**config.mk**
```make
export PLATFORM = sky130hd
export DESIGN_NAME = byte_ram_2p
export DESIGN_NICKNAME = d
export VERILOG_FILES = /design/src/rtl/byte_ram_2p.sv
export SDC_FILE = /design/constraint.sdc
export NUM_CORES = 2
export LEC_CHECK = 0
export BUFFER_PORTS_ARGS = -buffer_cell sky130_fd_sc_hd__buf_2
export CAP_MARGIN = 20
export CORE_MARGIN = 4
export CORE_UTILIZATION = 45
export CTS_CLUSTER_DIAMETER = 50
export DETAILED_ROUTE_END_ITERATION = 12
export PLACE_DENSITY = 0.67
export SLEW_MARGIN = 25
export SYNTH_ARGS = -nofsm -noshare
export SYNTH_HDL_FRONTEND = slang
export SYNTH_SLANG_ARGS = --single-unit
```
**constraint.sdc**
```tcl
create_clock -name clk -period 6.6 [get_ports clk]
set_clock_uncertainty 0.2 [all_clocks]
set_input_delay 0 -clock clk [delete_from_list [all_inputs] [get_ports clk]]
set_output_delay 0 -clock clk [all_outputs]
set_load 0.05 [all_outputs]
```
**src/rtl/byte_ram_2p.sv**
```systemverilog
// Simple-dual-port byte-lane RAM: one write port, one read port, 1/2-cycle read latency,
// same-cycle collision forwarding and an optional post-reset zeroing sweep.

module byte_ram_2p_lane #(
    parameter int AW     = 7,
    parameter int BYPASS = 1
) (
    input  logic          clk,
    input  logic          we,
    input  logic [AW-1:0] waddr,
    input  logic [7:0]    wdata,
    input  logic [AW-1:0] raddr,
    output logic [7:0]    rdata
);
    logic [7:0] mem [2**AW];

    always_ff @(posedge clk) begin
        if (we) mem[waddr] <= wdata;
    end

    // A lane being written at the read index forwards the incoming byte when bypass is on.
    assign rdata = ((BYPASS != 0) && we && (waddr == raddr)) ? wdata : mem[raddr];
endmodule

module byte_ram_2p #(
    parameter int DW         = 32,
    parameter int AW         = 7,
    parameter int RD_LAT     = 1,
    parameter int BYPASS     = 1,
    parameter int CLR_ON_RST = 1
) (
    input  logic            clk,
    input  logic            rst,
    input  logic            wen,
    input  logic [DW/8-1:0] w_be_i,
    input  logic [31:0]     w_addr_i,
    input  logic [DW-1:0]   w_data_i,
    input  logic            ren,
    input  logic [31:0]     r_addr_i,
    output logic [DW-1:0]   r_data_o,
    output logic            r_valid_o,
    output logic            init_done_o
);
    localparam int NB = DW / 8;

    typedef enum logic {S_CLEAR = 1'b0, S_READY = 1'b1} state_t;

    state_t                   state;
    logic [AW-1:0]            cnt;
    logic                     init_done_q;
    logic                     clearing;
    logic                     wr_fire;
    logic                     rd_fire;
    logic [AW-1:0]            wr_idx;
    logic [AW-1:0]            rd_idx;
    logic [NB-1:0]            lane_we;
    logic [NB-1:0][7:0]       rd_word;
    logic [DW-1:0]            rd_flat;
    logic [RD_LAT:1]          vld_pipe;
    logic [RD_LAT:1][DW-1:0]  dat_pipe;
    logic                     unused_addr;

    assign unused_addr = ^{w_addr_i[31:AW], r_addr_i[31:AW]};

    assign clearing = (state == S_CLEAR);
    assign wr_fire  = init_done_q && wen;
    assign rd_fire  = init_done_q && ren;
    assign wr_idx   = clearing ? cnt : w_addr_i[AW-1:0];
    assign rd_idx   = r_addr_i[AW-1:0];

    // The sweep owns the write port until the last word is zeroed.
    always_ff @(posedge clk or negedge rst) begin
        if (!rst) begin
            state       <= (CLR_ON_RST != 0) ? S_CLEAR : S_READY;
            cnt         <= '0;
            init_done_q <= (CLR_ON_RST == 0);
        end else if (state == S_CLEAR) begin
            cnt <= cnt + 1'b1;
            if (&cnt) begin
                state       <= S_READY;
                init_done_q <= 1'b1;
            end
        end
    end

    for (genvar i = 0; i < NB; i++) begin : g_lane
        assign lane_we[i] = clearing || (wr_fire && w_be_i[i]);

        byte_ram_2p_lane #(
            .AW     (AW),
            .BYPASS (BYPASS)
        ) u_lane (
            .clk   (clk),
            .we    (lane_we[i]),
            .waddr (wr_idx),
            .wdata (clearing ? 8'h00 : w_data_i[8*i +: 8]),
            .raddr (rd_idx),
            .rdata (rd_word[i])
        );
    end

    assign rd_flat = rd_word;

    always_ff @(posedge clk or negedge rst) begin
        if (!rst) begin
            vld_pipe <= '0;
            dat_pipe <= '0;
        end else begin
            vld_pipe[1] <= rd_fire;
            if (rd_fire) dat_pipe[1] <= rd_flat;
            // Data stages only load on a valid so the output holds between reads.
            for (int s = 2; s <= RD_LAT; s++) begin
                vld_pipe[s] <= vld_pipe[s-1];
                if (vld_pipe[s-1]) dat_pipe[s] <= dat_pipe[s-1];
            end
        end
    end

    assign r_data_o    = dat_pipe[RD_LAT];
    assign r_valid_o   = vld_pipe[RD_LAT];
    assign init_done_o = init_done_q;
endmodule

```
==> summary.md <==
| Metric | Value |
|---|---|
| Effective utilization at floorplan | `~45%` |
| HP Class | `input port to flop` |
| Final setup fails | `0` |
| Peak VDD IR | `0.233 mV` |
| Worst-Skew Late Latency | `0.98 ns` |
| Hold Crit Endpoint | `g_lane[1].u_lane.mem[72][6]$_DFFE_PP_` |
| CP max FO | `44` |
| R2r worst-path depth | `10` |
| Die Ht | `about 600 microns` |
| Total net switching power | `between 10 and 15 mW` |
| Worst Tran Pin Value | `approximately 1.1 ns` |
| Max-Cap Viols | `0` |
| Clk sinks | `around 4100` |
| CTS tree | `done` |
| Synth Flop Type | `edfxtp_1` |
| Via density | `between 6 and 7` |
| Htree depth | `5` |
| Final Cycle Share | `82.3%` |
| Fmax | `between 0.15 and 0.2 GHz` |
| Synth Warn # | `0` |
| Sequential share of power | `52.1%` |
| Yosys cell types | `60` |
| Final ANT Viol Nets | `0` |
| Via count | `a little over 80000` |
| Overall power | `about 55 mW` |
| Final #Nets | `about 8400` |
| Hold depth | `3` |
| Commonest non-fill, non-tap cell in the layout | `edfxtp_1` |
| Leakage | `approximately 48 nW` |
| Portion of total power attributed to the clock network | `between 40% and 50%` |
| Setup TNS | `0 ns` |
| Clock slew at reported path FFs | `0.06 ns` |
| FF-to-FF Start | `state$_DFF_PN0_` |
| Seq/Total Area, Yosys | `about 77%` |
| Ports | `around 140` |
| Vias in the first global route | `81104` |
| Drt drc | `0` |
| Chip width | `a little over 600 microns` |
| CTS buffer count | `435` |
| Overall die area | `around 0.37 sq mm` |
| Post-CTS Setup Bufs | `0` |
| Post-Syn Instances | `8047` |
| Critical Path RT | `~7.3 ns` |
| Number of enable flip-flop cells after synthesis | `just over 4000` |
| Mapped Nets | `just over 8000` |
| Slew Limit Fails | `0` |
| P per Cell Area | `around 300 mW/mm^2` |
| Synth Area per Inst | `20.1 sq um` |
| Tot GR Track Use | `between 20% and 30%` |
| Status | `finished, final reports clean` |
| Final wirelength | `413000 microns` |
| Post-synth ARST share | `between 1 and 1.5%` |
| DR WL/cell | `~31 microns` |
| Port buffer count | `between 80 and 90` |
| Largest net degree at the start of global routing | `between 100 and 150` |
| CTS Buffer Depth | `4` |
| Most frequent cells in the layout | `edfxtp_1, mux2i_1, mux4_2` |
| Switching Share | `around a fifth` |
| CP Launch Type | `flop` |
| Pre-Repair DR Iteration Count | `8` |
| Minimum clock period | `about 5.4 ns` |
| Share of layout cells above drive strength 1 | `a little over a fifth` |
| Core area | `approximately 0.36 sq mm` |
| First-pass GRT wire length | `between 500000 and 600000 microns` |
| Worst Path Arrival | `a little over 6 ns` |
| Fin. Hold Viols | `0` |
| Yosys reg bits | `roughly 4100` |
| Clk root buf | `clkbuf_16` |
| Final HPWL DP | `about 250000 microns` |
| Element type at the critical path end | `flop` |
| Grt ovf | `0` |
| Internal | `approximately 43 mW` |
| Post-CTS resize count | `0` |
| FF-to-FF End | `r_data_o[12]$_DFFE_PN0P_` |
| Synthesized area | `0.162 sq mm` |
| Worst Hold Launch | `w_data_i[14]` |
| Max-slew headroom | `roughly a quarter` |
| DRT iter0 DRCs | `9900` |
| Row cnt | `219` |
| Setup CP Type | `flop to flop` |
| Initial antenna violation count | `23` |
| Combinational power share | `about 2.4%` |
| RSZ-0062 raised after global routing | `false` |
| Area grow syn2layout | `12.7%` |
| Placer Congestion | `about 0.85` |
| Flop-to-flop setup slack | `around 1.2 ns` |
what timing repair did:
action,in CTS,in global routing
hold buffers,61,0
endpoints found under the setup margin,0,0
hold endpoints to repair,2228,0
worst max path at each step:
stage,from,to,slack [ns],cells after the start
after floorplan,state$_DFF_PN0_,g_lane[3].u_lane.mem[0][3]$_DFFE_PP_,2.92,5
after global placement,state$_DFF_PN0_,g_lane[0].u_lane.mem[66][7]$_DFFE_PP_,2.04,6
after CTS,state$_DFF_PN0_,r_data_o[12]$_DFFE_PN0P_,1.33,10
after detailed placement,state$_DFF_PN0_,g_lane[1].u_lane.mem[66][6]$_DFFE_PP_,2.09,6
after global routing,state$_DFF_PN0_,r_data_o[12]$_DFFE_PN0P_,1.06,10
final,state$_DFF_PN0_,r_data_o[12]$_DFFE_PN0P_,1.17,10
logic make-up (layout without fill, tap and decap cells):
group                    Yosys count  after routing  synth area share, %
flip-flops                      4138           4138                 76.7
multiplexers                    1621           1621                 15.7
AND/OR/NAND/NOR                  994            994                 2.69
AO/OA/AOI/OAI                    767            767                 2.98
buffers and inverters            514           1124                 1.86
XOR/XNOR                          12             12               0.0650
adder cells (fa/ha/maj)            1              1              0.00773
other                              0             13                    0
state kept, by name (all words and copies together) (netlist names):
| name | count |
|---|---|
| cnt | 7 |
| r_valid_o | 1 |
| init_done_o | 1 |
| g_lane.u_lane.mem | 4096 |
| state | 1 |
| r_data_o | 32 |
worst max-delay path, cell delays in order (launching register included):
cell           delay [ns]
dfrtp_4              0.82
mux2i_1              0.35
xnor2_1              0.08
dlygate4sd3_1        0.57
nor4_2               0.43
dlygate4sd3_1        0.63
and3_1               0.48
dlygate4sd3_1        0.97
nand3_1              0.15
nand3_1              0.12
dlygate4sd3_1        0.54
per-layer routing:
layer | wire, microns | global-route usage, %
met1 | 159000 | 30.1
met2 | 196000 | 34.4
met3 | 39100 | 4.28
met4 | 18200 | 8.78
met5 | 28 | 0
Yosys cell counts, types with 4 or more instances:
cell type / count / area (sq um)
edfxtp_1: 4096 / 123000
mux2i_1: 727 / 7280
mux4_2: 705 / 15900
nor2_1: 556 / 2090
o22ai_1: 280 / 1750
a21oi_1: 186 / 931
clkbuf_1: 186 / 698
mux2_2: 180 / 2030
nand2_1: 157 / 589
buf_2: 146 / 731
o21ai_0: 102 / 510
a221oi_1: 93 / 815
or3_1: 93 / 582
buf_4: 86 / 646
nand3_1: 53 / 265
dfrtp_1: 42 / 1050
and2_1: 37 / 231
nor3_1: 36 / 180
buf_6: 35 / 394
o211ai_1: 31 / 233
buf_1: 30 / 113
nand4_1: 18 / 113
a22oi_1: 16 / 120
o21ai_1: 16 / 80.1
nor4_1: 15 / 93.8
buf_8: 12 / 180
xnor2_1: 10 / 87.6
buf_12: 9 / 180
mux4_1: 8 / 210
a211oi_1: 7 / 52.6
nand2b_1: 7 / 43.8
o221ai_1: 7 / 61.3
and3_1: 6 / 37.5
nor2b_1: 6 / 37.5
o32ai_1: 6 / 52.6
inv_1: 5 / 18.8
a221oi_2: 4 / 60.1
o21bai_1: 4 / 30.0
stage by stage:
| step | hold WS [ns] | instance area (sq um) | worst slack, ns | std cells | util (%) |
|---|---|---|---|---|---|
| 6_report | 0.0310 | 182000 | 1.17 | 13421 | 51.0 |
| 5_1_grt | 0.0172 | 182000 | 1.06 | 13412 | 51.0 |
| 4_1_cts | 0.00418 | 182000 | 1.33 | 13406 | 51.0 |
| 3_5_place_dp | -0.00486 | 167000 | 2.09 | 12534 | 46.7 |
| 3_3_place_gp | -0.0137 | 167000 | 2.04 | 12534 | 46.7 |
| 2_1_floorplan | -0.496 | 162000 | 2.92 | 8047 | - |
power groups by stage:
stage | clock network (mW) | logic [mW] | registers, mW
floorplan | 0 | 0.870 | 29.0
global placement | 0 | 1.26 | 29.0
detailed placement | 0 | 1.27 | 29.0
CTS | 25.1 | 1.30 | 28.4
global route | 26.2 | 1.35 | 28.4
finish | 24.8 | 1.30 | 28.4
layout make-up:
cell class / count / area (sq um)
Multi-Input combinational cell: 3395 / 34900
Timing Repair Buffer: 308 / 2640
Tap cell: 4751 / 5940
Sequential cell: 4138 / 124000
Antenna cell: 13 / 32.5
Fill cell: 27486 / 175000
Clock buffer: 510 / 11200
Inverter: 5 / 20.0
Clock inverter: 301 / 3450
Power figures use the tool's default switching activity.
